## src/rtl/row_scan_display.sv

```systemverilog
// ---------------------------------------------------------------------------
// row_scan_display
//
// Purpose:
//   Display-side consumer of the game FSM's row-write interface. It keeps a
//   ROWS x 8 frame memory and multiplexes it onto an LED matrix one row at a
//   time. Every row slot starts with a blanking gap so that the previous row's
//   column drive has fully decayed before the next row is enabled (no ghosting).
//
// Ports:
//   clk          in   1      system clock, all logic on the rising edge
//   reset        in   1      asynchronous, active-low reset
//   writeStrobe  in   1      write val into row rowIndex this cycle
//   rowIndex     in   IDX_W  target row of the write (>= ROWS is ignored)
//   val          in   8      row pattern, bit7 = leftmost column
//   clrarray     in   1      level: clear the whole frame memory while high
//   rowSel       out  ROWS   one-hot active-low row enable, all ones = blank
//   colData      out  8      active-high column data for the selected row
//   frameStart   out  1      one-cycle pulse when scanning wraps to row 0
//
// Scan timing:
//   Each row slot is SCAN_DIV cycles: BLANK_CYCLES of blank followed by
//   SCAN_DIV-BLANK_CYCLES of drive. All pin outputs come straight from
//   flops so the board drivers never see decode glitches.
// ---------------------------------------------------------------------------
module row_scan_display #(
  parameter int ROWS         = 8,
  parameter int IDX_W        = 3,
  parameter int SCAN_DIV     = 1024,
  parameter int BLANK_CYCLES = 16
) (
  input  logic             clk,
  input  logic             reset,
  input  logic             writeStrobe,
  input  logic [IDX_W-1:0] rowIndex,
  input  logic [7:0]       val,
  input  logic             clrarray,
  output logic [ROWS-1:0]  rowSel,
  output logic [7:0]       colData,
  output logic             frameStart
);

  localparam int CNT_W = $clog2(SCAN_DIV);
  localparam int ROW_W = $clog2(ROWS);

  // Two live states; the extra encodings exist only so that a corrupted
  // state register has a defined way back to BLANK.
  localparam logic [1:0] ST_BLANK = 2'd0;
  localparam logic [1:0] ST_DRIVE = 2'd1;

  localparam logic [CNT_W-1:0] BLANK_LAST = CNT_W'(BLANK_CYCLES - 1);
  localparam logic [CNT_W-1:0] DRIVE_LAST = CNT_W'(SCAN_DIV - BLANK_CYCLES - 1);
  localparam logic [ROW_W-1:0] ROW_LAST   = ROW_W'(ROWS - 1);

  // -------------------------------------------------------------------------
  // Frame memory
  // -------------------------------------------------------------------------
  // Held in flops rather than block RAM: a whole-array clear must complete
  // in a single cycle, which a RAM port cannot do.
  logic [7:0] mem_reg [ROWS];
  logic [ROWS-1:0] row_we;

  for (genvar gi = 0; gi < ROWS; gi++) begin : g_row
    // Out-of-range rowIndex values match no row, so they fall through
    // without any side effect.
    assign row_we[gi] = writeStrobe && (rowIndex == IDX_W'(gi));

    always_ff @(posedge clk or negedge reset) begin
      if (!reset) begin
        mem_reg[gi] <= '0;
      end else if (clrarray) begin
        // Clear has priority over a coincident write.
        mem_reg[gi] <= '0;
      end else if (row_we[gi]) begin
        mem_reg[gi] <= val;
      end
    end
  end

  // -------------------------------------------------------------------------
  // Scan FSM
  // -------------------------------------------------------------------------
  logic [1:0]       state_reg,    state_next;
  logic [CNT_W-1:0] phase_reg,    phase_next;
  logic [ROW_W-1:0] scan_row_reg, scan_row_next;
  logic [ROWS-1:0]  row_sel_reg,  row_sel_next;
  logic [7:0]       col_reg,      col_next;
  logic             frame_reg,    frame_next;

  always_comb begin
    state_next    = state_reg;
    phase_next    = phase_reg;
    scan_row_next = scan_row_reg;
    row_sel_next  = row_sel_reg;
    col_next      = col_reg;
    frame_next    = 1'b0;

    case (state_reg)
      ST_BLANK: begin
        row_sel_next = '1;
        col_next     = '0;
        if (phase_reg == BLANK_LAST) begin
          state_next   = ST_DRIVE;
          phase_next   = '0;
          row_sel_next = ~(ROWS'(1) << scan_row_reg);
          // Snapshot taken from the memory as it stood before this edge;
          // a write landing on the same edge shows up one frame later.
          col_next     = mem_reg[scan_row_reg];
        end else begin
          phase_next = phase_reg + 1'b1;
        end
      end

      ST_DRIVE: begin
        // rowSel/colData hold their snapshot for the whole drive interval,
        // so writes arriving mid-slot cannot tear the displayed row.
        if (phase_reg == DRIVE_LAST) begin
          state_next   = ST_BLANK;
          phase_next   = '0;
          row_sel_next = '1;
          col_next     = '0;
          if (scan_row_reg == ROW_LAST) begin
            scan_row_next = '0;
            frame_next    = 1'b1;
          end else begin
            scan_row_next = scan_row_reg + 1'b1;
          end
        end else begin
          phase_next = phase_reg + 1'b1;
        end
      end

      default: begin
        state_next   = ST_BLANK;
        phase_next   = '0;
        row_sel_next = '1;
        col_next     = '0;
      end
    endcase
  end

  always_ff @(posedge clk or negedge reset) begin
    if (!reset) begin
      state_reg    <= ST_BLANK;
      phase_reg    <= '0;
      scan_row_reg <= '0;
      row_sel_reg  <= '1;
      col_reg      <= '0;
      frame_reg    <= 1'b0;
    end else begin
      state_reg    <= state_next;
      phase_reg    <= phase_next;
      scan_row_reg <= scan_row_next;
      row_sel_reg  <= row_sel_next;
      col_reg      <= col_next;
      frame_reg    <= frame_next;
    end
  end

  assign rowSel     = row_sel_reg;
  assign colData    = col_reg;
  assign frameStart = frame_reg;

endmodule

```

## config.mk

```make
export PLATFORM = sky130hd
export DESIGN_NAME = row_scan_display
export DESIGN_NICKNAME = d
export VERILOG_FILES = /design/src/rtl/row_scan_display.sv
export SDC_FILE = /design/constraint.sdc
export NUM_CORES = 1
export LEC_CHECK = 0
export BUFFER_PORTS_ARGS = -buffer_cell sky130_fd_sc_hd__buf_2
export CELL_PAD_IN_SITES_DETAIL_PLACEMENT = 0
export CELL_PAD_IN_SITES_GLOBAL_PLACEMENT = 2
export CORE_AREA = 2 2 111 113
export DETAILED_ROUTE_END_ITERATION = 8
export DIE_AREA = 0 0 113 115
export HOLD_SLACK_MARGIN = 0.1
export PLACE_DENSITY = 0.84
export SLEW_MARGIN = 20
export SYNTH_ARGS = -nofsm -noshare
export SYNTH_HDL_FRONTEND = slang
export SYNTH_SLANG_ARGS = --single-unit
```

## constraint.sdc

```tcl
create_clock -name clk -period 1.9 [get_ports clk]
set_clock_uncertainty 0.2 [all_clocks]
set_input_delay 0.285 -clock clk [delete_from_list [all_inputs] [get_ports clk]]
set_output_delay 0.285 -clock clk [all_outputs]
set_load 0.01 [all_outputs]
```

==> metrics.log, run 1 <==
INFO  metric worst-setup-path-type = reg -> reg
INFO  metric insertion_delay = between 0.3 and 0.4 ns
INFO  metric clock_tree.htree_level_count = 3
INFO  metric synth_area_per_cell = between 10 and 15 µm²
INFO  metric dominant_cells_by_area_after_synthesis = dfrtp_1 48%, nand2_1 9.2%, mux2i_1 5.3%
INFO  metric number_of_hold_slack_violations_in_the_final_timing_report = 0
INFO  metric post_synth_num_cell_types = 40
INFO  metric achievable-frequency = approximately 550 MHz
INFO  metric remaining_drc_errors = 3
INFO  metric synth_largest_type_area_fraction = around half
INFO  metric final_critical_path_setup_slack = 0.0966 ns
INFO  metric synth_enable_flop_cells = 0
INFO  metric die_width = around 110 µm
INFO  metric count_of_state_elements_after_synthesis = 95
INFO  metric via_per_inst = 5.22
INFO  metric synth_ff_type = dfrtp_1
INFO  metric pre_cts_ws = between 0.015 and 0.02 ns
INFO  metric grt_start_max_net_pins = 37
INFO  metric finalSetupViolations = 0
INFO  metric count_of_maximum_capacitance_violations = 0
INFO  metric die-area = between 0.01 and 0.015 mm²
INFO  metric fin_tns_setup = 0 ns
INFO  metric critPathLaunchType = flip-flop
INFO  metric totalWireLength = between 10000 and 15000 µm
INFO  metric violations = DRC
INFO  metric global_route.overflow_total = 0
INFO  metric clock_tree.root_cell = clkbuf_16
INFO  metric finalMaxSlewViolations = 0
INFO  metric layout_worst_path_cycle_share = 94.9%
INFO  metric maximum_fanout_along_the_worst_path = 19
INFO  metric number_of_antenna_diodes = 0
INFO  metric rsz0062_at_grt = false
INFO  metric core_region_area = about 0.012 mm²
INFO  metric port-buffer-count = 31
INFO  metric yosysSeqAreaShare = between 50% and 60%
INFO  metric groute.usage.overall = around 18%
INFO  metric gp_routability_congestion = roughly 0.75
INFO  metric outcome = finished with violations
INFO  metric worstMarginPinSlew = between 0.4 and 0.5 ns
INFO  metric clk_pin_slew_worst_paths = around 0.070 ns
INFO  metric layout-drive-gt1-share = 20.4%
INFO  metric dr_vias = 3298
INFO  metric synth-async-reset-ratio = 100%
INFO  metric drt_iter0_markers = just under 300
INFO  metric dr.pass1.iters = 6
INFO  metric timing.critical_path.to_type = flip-flop
INFO  metric boundaryPins = 32
INFO  metric post_synth_instance_area = roughly 0.0045 mm²
INFO  metric total_power_density_per_cell_area = about 800 mW/mm²
INFO  metric syn_nets = 453
INFO  metric final.min_clock_period = ~1.8 ns
INFO  metric gate_count_after_technology_mapping = 431
INFO  metric die_y = 115 µm
INFO  metric placementRows = 40
INFO  metric yosys_warnings = 0
INFO  metric final_net_count = 502
INFO  metric detail_route.wl_per_cell = between 15 and 20 µm
INFO  metric cp.arrival = ~1.8 ns
INFO  metric synthDominantAreaCellType = dfrtp_1
INFO  metric numCtsBuffers = 9
INFO  metric worstPathRequired = roughly 1.9 ns
INFO  metric cts.sinks = 95
INFO  metric initial_core_utilization = 38.2%
INFO  metric via_count_of_the_first_global_routing_pass = approximately 3400
INFO  metric largest_reg_flops = 64
INFO  metric clk_path_buf_depth = 2
INFO  metric detailedPlacementHpwl = around 7200 µm
INFO  metric hp-class = in -> reg
INFO  metric grt_first_pass_wirelength = about 18000 µm
INFO  metric worst_slew_margin_rel = between 70% and 80%
INFO  metric tritoncts = yes
INFO  metric number_of_antenna_violations_at_the_first_check_in_global_routing = 0
INFO  metric areaGrowthSynthToFinish = 20.2%
INFO  metric ir_drop = ~0.57 mV
INFO  metric postRouteAntennaNets = 0
INFO  metric total_leakage_power = approximately 0.0024 µW
[stage by stage]
| step | util [%] | power (µW) | instances | hold slack, ns | cell area (µm²) |
|---|---|---|---|---|---|
| floorplan | - | 2220 | 431 | -0.211 | 4510 |
| global placement | 42.2 | 2350 | 607 | 0.0514 | 4990 |
| detailed placement | 42.2 | 2350 | 607 | 0.0577 | 4990 |
| CTS | 45.8 | 4320 | 632 | 0.142 | 5400 |
| global route | 45.9 | 4450 | 632 | 0.163 | 5420 |
| finish | 45.9 | 4270 | 632 | 0.145 | 5420 |
[cells in the mapped netlist (2+ instances only)]
cell      instances
nor2_1           47
a21oi_1          47
dfrtp_1          87
or2_2             3
buf_2             4
nor3_1            3
mux2i_1          24
nand2b_1          2
ha_1              7
nand4_1           2
nand3_1           6
a22o_1            8
buf_1             2
xnor2_1           2
mux4_1            7
nand2_1         111
dfstp_2           8
a31oi_1           3
or3_1             2
o21ai_0           3
inv_1             4
xor2_1            5
mux4_2            9
nor2_4            2
and4_1            2
clkbuf_1         17
[logic make-up after synthesis]
group	synth area share (%)
compound gates	8.38
xor+xnor	1.36
fa+ha+maj	1.94
buf+inv	3.14
flops	53.0
mux	13.9
simple gates	18.3
[cells in the final DEF (no fill, tap or decap), types with 5 or more instances in the layout]
master         instances
mux4_2                 9
buf_4                 17
a21oi_1               47
buf_12                 7
nor2_1                47
dlygate4sd3_1          9
mux2i_1               24
xor2_1                 5
nand3_1                6
ha_1                   6
a22o_1                 8
clkbuf_16              9
dfstp_2                8
mux4_1                 7
buf_2                 30
nand2_1              111
dfrtp_1               87
[timing repair]
action | 4_1_cts | 5_1_grt
hold buffers | 9 | 0
hold endpoints to repair | 135 | 0
setup buffers | 0 | 0
endpoints found under the setup margin | 1 | 20
pin swaps | 0 | 2
resized for setup | 1 | 2
[power by group]
part	switching (µW)	total (µW)	internal, µW
Combinational	160	256	95.2
Sequential	16.8	2070	2050
Clock	792	1950	1160
[critical path, cell delays in order (launching register included)]
cell and delay (ns):
dfrtp_1 0.39, buf_12 0.20, mux4_1 0.57, nand2_1 0.10, nand2_1 0.06, a22o_1 0.17
[metal layers]
layer | up-vias | global-route usage [%] | wire [µm]
li1 | 1566 | - | -
met1 | 1641 | 25.3 | 5060
met2 | 83 | 30.4 | 5210
met3 | 8 | 4.32 | 566
met4 | 0 | 3.33 | 110
met5 | - | 0 | 0
[worst paths after layout]
check	start	end	slack (ns)	depth (start not counted)
min	clrarray	mem_reg[24]	0.15	2
min reg2reg	rowSel[4]	rowSel[4]	0.30	2
max	scan_row_reg[1]	colData[3]	0.1	5
max reg2reg	scan_row_reg[1]	colData[3]	0.1	5
max in group asynchronous	reset	mem_reg[42]	0.72	3
min in group asynchronous	reset	phase_reg[6]	0.22	2
[layout make-up]
cell class | count | area, µm²
clock inverters | 7 | 96.3
flip-flops and latches | 95 | 2390
fillers | 1109 | 6390
inverters | 5 | 18.8
multi-input cells | 306 | 2000
clock buffers | 9 | 225
repair buffers | 63 | 508
well taps | 147 | 184
Note: power is estimated with default switching activity, not from simulation.
==> run 2: changes to the inputs <==
--- a/config.mk
+++ b/config.mk
@@ -13,6 +13,7 @@
 export DIE_AREA = 0 0 113 115
 export HOLD_SLACK_MARGIN = 0.1
 export PLACE_DENSITY = 0.84
+export SETUP_SLACK_MARGIN = 0.3
 export SLEW_MARGIN = 20
 export SYNTH_ARGS = -nofsm -noshare
 export SYNTH_HDL_FRONTEND = slang
==> run 2 against run 1 <==
Against the previous run: die area unchanged; sequential power barely moved; critical endpoint is now colData[0]; routed wire length is 1.0% lower; worst hold slack better by 0.068 ns; setup slack improved by 0.046 ns; flip-flop and latch count did not move; final cell count is 1.9% higher; the flow still finishes with violations (DRC); cell area up 4.3%; sequential share of layout area decreased by 1.7 points; core utilization up 2.0 points; non-clock buffer count is 11 higher; power fell by 1.8%.
==> metrics.log, run 2 (same netlist as run 1, synthesis figures left out) <==
INFO  metric worst-setup-path-type = reg -> reg
INFO  metric timing.critical_path.from = scan_row_reg[1]
INFO  metric gp_routability_congestion = 0.752 (+0.27%)
INFO  metric final_net_count = 514 (+2.4%)
INFO  metric count_of_maximum_capacitance_violations = 0 (unchanged)
INFO  metric outcome = finished with violations
INFO  metric totalWireLength = 10800 µm (-1.0%)
INFO  metric numCtsBuffers = 9 (unchanged)
INFO  metric global_route.overflow_total = 0 (unchanged)
INFO  metric ir_drop = 0.488 mV (-14%)
INFO  metric area.sequential = 0.00239 mm² (+0.26%)
INFO  metric detailedPlacementHpwl = 6910 µm (-4.2%)
INFO  metric drt_iter0_markers = 278 (-4.5%)
INFO  metric power.combinational.fraction = 5.9% (about the same)
INFO  metric areaGrowthSynthToFinish = 25.3%
INFO  metric cts.sinks = 95 (unchanged)
INFO  metric hp-class = in -> reg
INFO  metric fin_tns_setup = 0 ns (unchanged)
INFO  metric violations = DRC
INFO  metric port-buffer-count = 31 (unchanged)
INFO  metric maximum_fanout_along_the_worst_path = 9 (-10)
INFO  metric cp.arrival = 1.79 ns (-0.04 ns)
INFO  metric tritoncts = yes
INFO  metric boundaryPins = 32 (unchanged)
INFO  metric clk_pin_slew_worst_paths = 0.06 ns (about the same)
INFO  metric die_width = 113 µm (unchanged)
INFO  metric rsz0062_at_grt = true
INFO  metric dr.pass1.iters = 6 (unchanged)
INFO  metric number_of_antenna_violations_at_the_first_check_in_global_routing = 0 (unchanged)
INFO  metric pre_cts_ws = 0.103 ns (+0.0831 ns)
INFO  metric cellInternalPower = 3270 µW (-1.1%)
INFO  metric largest_reg_flops = 64 (unchanged)
INFO  metric achievable-frequency = 569 MHz (+2.6%)
INFO  metric clockPowerShare = 44.8% (-0.8 points)
INFO  metric groute.usage.overall = 17.2% (-1.2 points)
INFO  metric critPathLaunchType = flip-flop
INFO  metric final.min_clock_period = 1.76 ns (-0.0462 ns)
INFO  metric via_count_of_the_first_global_routing_pass = 3303 (-3.9%)
INFO  metric worst_slew_margin_rel = 74.3% (+2.9 points)
INFO  metric timing.critical_path.to_type = flip-flop
INFO  metric die-area = 0.0130 mm² (unchanged)
INFO  metric clock_tree.htree_level_count = 3 (unchanged)
INFO  metric clk_path_buf_depth = 2 (unchanged)
INFO  metric area_used_by_multi_input_combinational_logic = 0.00212 mm² (+6.2%)
INFO  metric clock_tree.root_cell = clkbuf_16
INFO  metric finalSetupViolations = 0 (unchanged)
INFO  metric r2r-start = scan_row_reg[1]
INFO  metric reg2regPathDepth = 5 (unchanged)
INFO  metric most_common_library_cell_in_the_layout_ignoring_fill_and_taps = nand2_1
INFO  metric grt_start_max_net_pins = 65 (+76%)
INFO  metric grt_first_pass_wirelength = 17500 µm (-4.8%)
INFO  metric switchingPower = 928 µW (-4.2%)
INFO  metric dr_vias = 3322 (+0.73%)
INFO  metric worstPathRequired = 1.94 ns (about the same)
INFO  metric remaining_drc_errors = 5 (+2)
INFO  metric initial_core_utilization = 38.2% (unchanged)
INFO  metric final_critical_path_setup_slack = 0.143 ns (+0.0462 ns)
INFO  metric hold_depth = 3 (+1)
INFO  metric number_of_hold_slack_violations_in_the_final_timing_report = 0 (unchanged)
INFO  metric proportion_of_total_power_due_to_net_switching = 22.1% (-0.57 points)
INFO  metric core_region_area = 0.0118 mm² (unchanged)
INFO  metric worstReg2RegEnd = colData[0]
INFO  metric sequentialPowerShare = 49.4% (+1.0 points)
INFO  metric hold_path_end = mem_reg[41]
INFO  metric worstMarginPinSlew = 0.385 ns (-0.0439 ns)
INFO  metric layout_worst_path_cycle_share = 92.5% (-2.4 points)
INFO  metric total_power_density_per_cell_area = 743 mW/mm² (-5.8%)
INFO  metric postRouteAntennaNets = 0 (unchanged)
INFO  metric ff2ff_setup_slack = 0.14 ns (+0.05 ns)
INFO  metric fin_worst_hold_slack = 0.213 ns (+0.0680 ns)
INFO  metric insertion_delay = 0.35 ns (about the same)
INFO  metric worst_hold_startpoint = clrarray
INFO  metric num-fill-cells = 1077 (-2.9%)
INFO  metric number_of_antenna_diodes = 0 (unchanged)
INFO  metric total_leakage_power = 0.00247 µW (+2.5%)
INFO  metric via_per_inst = 5.16 (-1.1%)
INFO  metric highest_count_cells_in_the_layout_ignoring_fill_and_taps = 111 x nand2_1, 82 x dfrtp_1, 43 x a21oi_1
INFO  metric die_y = 115 µm (unchanged)
INFO  metric placementRows = 40 (unchanged)
INFO  metric layout-drive-gt1-share = 26.8% (+6.3 points)
INFO  metric finalMaxSlewViolations = 0 (unchanged)
INFO  metric detail_route.wl_per_cell = 16.8 µm (-2.9%)
run 2: power by group through the flow:
stage | combinational, µW | clock [µW] | sequential (µW)
2_1_floorplan | 117 | 0 | 2100
3_3_place_gp | 229 | 0 | 2110
3_5_place_dp | 234 | 0 | 2110
4_1_cts | 251 | 1930 | 2070
5_1_grt | 273 | 2020 | 2070
6_report | 246 | 1880 | 2070
run 2: how the worst max path moves through the flow:
stage / slack (ns) / cells after the start / end
6_report: 0.14 / 5 / colData[0]
5_1_grt: 0.06 / 5 / colData[5]
4_1_cts: 0.12 / 5 / colData[5]
3_5_place_dp: 0.10 / 4 / colData[6]
3_3_place_gp: 0.13 / 4 / colData[0]
2_1_floorplan: 0.18 / 6 / colData[6]
run 2: layer usage:
| metal | GRT usage [%] | wire length (µm) | share of wire [%] | vias up |
|---|---|---|---|---|
| met1 | 23.2 | 4930 | 46 | 1635 |
| met5 | 0 | 0 | 0 | - |
| met2 | 27.8 | 5270 | 49 | 80 |
| li1 | - | - | - | 1593 |
| met3 | 4.80 | 478 | 4.4 | 14 |
| met4 | 4.15 | 154 | 1.4 | 0 |
run 2: repair_timing:
item,in CTS,in global routing
endpoints found under the hold margin,135,0
resized for setup,14,26
gates cloned,1,1
pin swaps,8,10
buffers inserted,9,5
setup endpoints to repair,30,29
hold buffers,10,0
run 2: through the flow:
| step | cell area (µm²) | instances | utilization [%] | total power, µW |
|---|---|---|---|---|
| after floorplan | 4510 | 431 | - | 2220 |
| after global placement | 4920 | 602 | 41.7 | 2340 |
| after detailed placement | 4920 | 602 | 41.7 | 2340 |
| after CTS | 5480 | 638 | 46.4 | 4250 |
| after global routing | 5650 | 644 | 47.8 | 4360 |
| final | 5650 | 644 | 47.8 | 4200 |
run 2: final cells by class:
| type | instances | share of cell area, % |
|---|---|---|
| clock buffers | 13 | 4.79 |
| clock inverters | 3 | 0.709 |
| inverters | 5 | 0.332 |
| multi-input cells | 307 | 37.5 |
| flip-flops and latches | 95 | 42.4 |
| well taps | 147 | 3.26 |
| repair buffers | 74 | 11.0 |
run 2: critical path, cell delays in order (launching register included):
cell     delay (ns)
dfrtp_2        0.42
buf_12         0.16
mux4_1         0.56
nand2_1        0.08
nand2_1        0.05
a22o_1         0.17
==> run 3: changes to the inputs <==
--- a/config.mk
+++ b/config.mk
@@ -5,14 +5,15 @@
 export SDC_FILE = /design/constraint.sdc
 export NUM_CORES = 1
 export LEC_CHECK = 0
+export ABC_AREA = 1
 export BUFFER_PORTS_ARGS = -buffer_cell sky130_fd_sc_hd__buf_2
 export CELL_PAD_IN_SITES_DETAIL_PLACEMENT = 0
 export CELL_PAD_IN_SITES_GLOBAL_PLACEMENT = 2
-export CORE_AREA = 2 2 111 113
+export CORE_AREA = 2 2 142 103
 export DETAILED_ROUTE_END_ITERATION = 8
-export DIE_AREA = 0 0 113 115
+export DIE_AREA = 0 0 144 105
 export HOLD_SLACK_MARGIN = 0.1
-export PLACE_DENSITY = 0.84
+export PLACE_DENSITY = 0.86
 export SETUP_SLACK_MARGIN = 0.3
 export SLEW_MARGIN = 20
 export SYNTH_ARGS = -nofsm -noshare
==> run 3 against run 2 <==
Against the previous run: the run now ends clean; synthesized cell count rose by 46%; largest power group unchanged; final cell count is 35% higher; largest cell class unchanged; global-route usage up 2.5 points; non-clock buffer count decreased by 22; critical path depth is 1 higher; combinational power rose by 74%; area after synthesis up 7.7%; worst hold slack got worse by 0.069 ns; via count is 27% higher.
==> metrics.log, run 3 <==
INFO  metric number_of_antenna_violations_at_the_first_check_in_global_routing = 0 (unchanged)
INFO  metric layout_worst_path_cycle_share = 84.9% (-7.6 points)
INFO  metric finalSetupViolations = 0 (unchanged)
INFO  metric synth_ff_type = dfrtp_1
INFO  metric cp.arrival = 1.68 ns (-0.11 ns)
INFO  metric post-synth-top-count-cell = nand2_1
INFO  metric die_width = 144 µm (+27%)
INFO  metric area.sequential = 0.00239 mm² (about the same)
INFO  metric cts.sinks = 95 (unchanged)
INFO  metric most_common_library_cell_in_the_layout_ignoring_fill_and_taps = nand2_1
INFO  metric total_power_density_per_cell_area = 763 mW/mm² (+2.7%)
INFO  metric areaGrowthSynthToFinish = 18.0%
INFO  metric synthDominantAreaCellType = dfrtp_1
INFO  metric synth-async-reset-ratio = 100% (unchanged)
INFO  metric clock_tree.htree_level_count = 3 (unchanged)
INFO  metric core_region_area = 0.0136 mm² (+16%)
INFO  metric via_per_inst = 4.85 (-6.1%)
INFO  metric detail_route.wl_per_cell = 16.0 µm (-4.8%)
INFO  metric clock_tree.root_cell = clkbuf_16
INFO  metric rsz0062_at_grt = true
INFO  metric worst_slew_margin_rel = 37.1% (-37 points)
INFO  metric path_cells = buf_4 -> ha_1 -> ha_1 -> nor2_1 -> nor3_2 -> nor2_1
INFO  metric maximum_cell_stage_delay_along_the_critical_path = 0.46 ns (-0.10 ns)
INFO  metric gp_routability_congestion = 0.817 (+8.6%)
INFO  metric achievable-frequency = 620 MHz (+8.9%)
INFO  metric critical_path.top_delay_family = flip-flops
INFO  metric critPathLaunchType = flip-flop
INFO  metric post_synth_num_cell_types = 30 (-25%)
INFO  metric synth_largest_type_area_fraction = 44.8% (-3.5 points)
INFO  metric postLayoutCoreUtil = 42.0% (-5.8 points)
INFO  metric totalWireLength = 13900 µm (+28%)
INFO  metric worstMarginPinSlew = 0.940 ns (+0.555 ns)
INFO  metric synth_enable_flop_cells = 0 (unchanged)
INFO  metric synth_commonest_cells = 261 x nand2_1, 111 x nand3_1, 87 x dfrtp_1, 43 x inv_1, 33 x nor2_1
INFO  metric outcome = finished clean
INFO  metric yosysSeqAreaShare = 49.2% (-3.8 points)
INFO  metric final_cell_area = 0.00573 mm² (+1.4%)
INFO  metric final_net_count = 695 (+35%)
INFO  metric highest_count_cells_in_the_layout_ignoring_fill_and_taps = 259 x nand2_1, 110 x nand3_1, 83 x dfrtp_1
INFO  metric remaining_drc_errors = 0 (-5)
INFO  metric path_buf_inv = 1 (unchanged)
INFO  metric count_of_state_elements_after_synthesis = 95 (unchanged)
INFO  metric count_of_maximum_capacitance_violations = 0 (unchanged)
INFO  metric final.min_clock_period = 1.61 ns (-0.144 ns)
INFO  metric grt_start_max_net_pins = 35 (-46%)
INFO  metric die_y = 105 µm (-8.7%)
INFO  metric global_route.overflow_total = 0 (unchanged)
INFO  metric hp-class = in -> async
INFO  metric dr_vias = 4206 (+27%)
INFO  metric dominant_cells_by_area_after_synthesis = dfrtp_1 45%, nand2_1 20%, nand3_1 11%
INFO  metric grt_first_pass_wirelength = 22700 µm (+30%)
INFO  metric number_of_antenna_diodes = 0 (unchanged)
INFO  metric placementRows = 36 (-10%)
INFO  metric detailedPlacementHpwl = 9420 µm (+36%)
INFO  metric initial_core_utilization = 35.6% (-2.6 points)
INFO  metric fin_tns_setup = 0 ns (unchanged)
INFO  metric synth_area_per_cell = 7.71 µm² (-26%)
INFO  metric port-buffer-count = 31 (unchanged)
INFO  metric layout-drive-gt1-share = 17.7% (-9.1 points)
INFO  metric finalMaxSlewViolations = 0 (unchanged)
INFO  metric maximum_fanout_along_the_worst_path = 5 (-4)
INFO  metric drt_iter0_markers = 320 (+15%)
INFO  metric numCtsBuffers = 9 (unchanged)
INFO  metric area_used_by_multi_input_combinational_logic = 0.00221 mm² (+4.0%)
INFO  metric dr.pass1.iters = 4 (-2)
INFO  metric worstPathRequired = 1.97 ns (+0.03 ns)
INFO  metric syn_nets = 652 (+44%)
INFO  metric total_leakage_power = 0.00295 µW (+20%)
INFO  metric number_of_hold_slack_violations_in_the_final_timing_report = 0 (unchanged)
INFO  metric num-fill-cells = 1421 (+32%)
INFO  metric largest_reg_flops = 64 (unchanged)
INFO  metric critical-path-slowest-cell = dfrtp_2
INFO  metric clk_pin_slew_worst_paths = 0.07 ns (about the same)
INFO  metric groute.usage.overall = 19.7% (+2.5 points)
INFO  metric tritoncts = yes
INFO  metric clk_path_buf_depth = 2 (unchanged)
INFO  metric gate_count_after_technology_mapping = 630 (+46%)
INFO  metric postRouteAntennaNets = 0 (unchanged)
INFO  metric boundaryPins = 32 (unchanged)
INFO  metric via_count_of_the_first_global_routing_pass = 4025 (+22%)
INFO  metric placed_area = 0.00528 mm² (+7.3%)
INFO  metric timing.critical_path.to_type = flip-flop
INFO  metric ir_drop = 0.394 mV (-19%)
INFO  metric yosys_warnings = 0 (unchanged)
INFO  metric post_synth_instance_area = 0.00486 mm² (+7.7%)
INFO  metric die-area = 0.0151 mm² (+16%)
INFO  metric insertion_delay = 0.34 ns (about the same)
INFO  metric worst-setup-path-type = reg -> reg
==> run 3: path summary, 6_finish.rpt <==
check	slack, ns	startpoint	depth (start not counted)	to
min in group clk	0.22	val[4]	5	mem_reg[12]
setup / recovery	0.29	scan_row_reg[0]	6	scan_row_reg[0]
setup reg to reg	0.29	scan_row_reg[0]	6	scan_row_reg[0]
max in group asynchronous	0.74	reset	3	rowSel[4]
hold reg to reg	0.26	rowSel[1]	2	rowSel[1]
hold / removal	0.14	reset	2	mem_reg[48]
==> run 3: cells by family after synthesis <==
group | synth area share (%)
flops | 49.2
fa+ha+maj | 1.80
xor+xnor | 0.902
buf+inv | 6.75
compound gates | 1.88
simple gates | 39.5
==> run 3: metal layers <==
| metal | part of all wire [%] | up-vias | GRT usage (%) |
|---|---|---|---|
| met1 | 52 | 2026 | 31.3 |
| met2 | 43 | 98 | 27.4 |
| met4 | 0.77 | 0 | 4.55 |
| li1 | - | 2072 | - |
| met5 | 0 | - | 0 |
| met3 | 4.3 | 10 | 3.44 |
==> run 3: through the flow <==
step           power (µW)  setup slack (ns)  cells  hold slack (ns)
2_1_floorplan        2500             0.375    630           -0.211
3_3_place_gp         2680             0.168    845          -0.0421
3_5_place_dp         2690             0.150    845          -0.0421
4_1_cts              4420             0.302    867            0.146
5_1_grt              4560             0.233    868            0.157
6_report             4370             0.287    868            0.145
==> run 3: power by group <==
group / leakage, µW / total [µW] / switching, µW / internal [µW]
combinational: 0.00161 / 429 / 284 / 145
clock: 0.000136 / 1720 / 765 / 957
sequential: 0.00121 / 2220 / 70.2 / 2150
==> run 3: what timing repair did <==
item,in CTS,in global routing
setup endpoints to repair,16,29
hold endpoints to repair,87,0
buffers inserted,3,1
resized for setup,5,20
gates cloned,2,0
pin swaps,5,7
hold buffers,1,0
==> run 3: layout make-up <==
type / instances / share of cell area, %
Sequential cell: 95 / 41.8
Clock buffer: 13 / 4.54
Timing Repair Buffer: 52 / 7.12
Inverter: 50 / 3.63
Clock inverter: 3 / 0.306
Tap cell: 190 / 4.15
Multi-Input combinational cell: 465 / 38.5
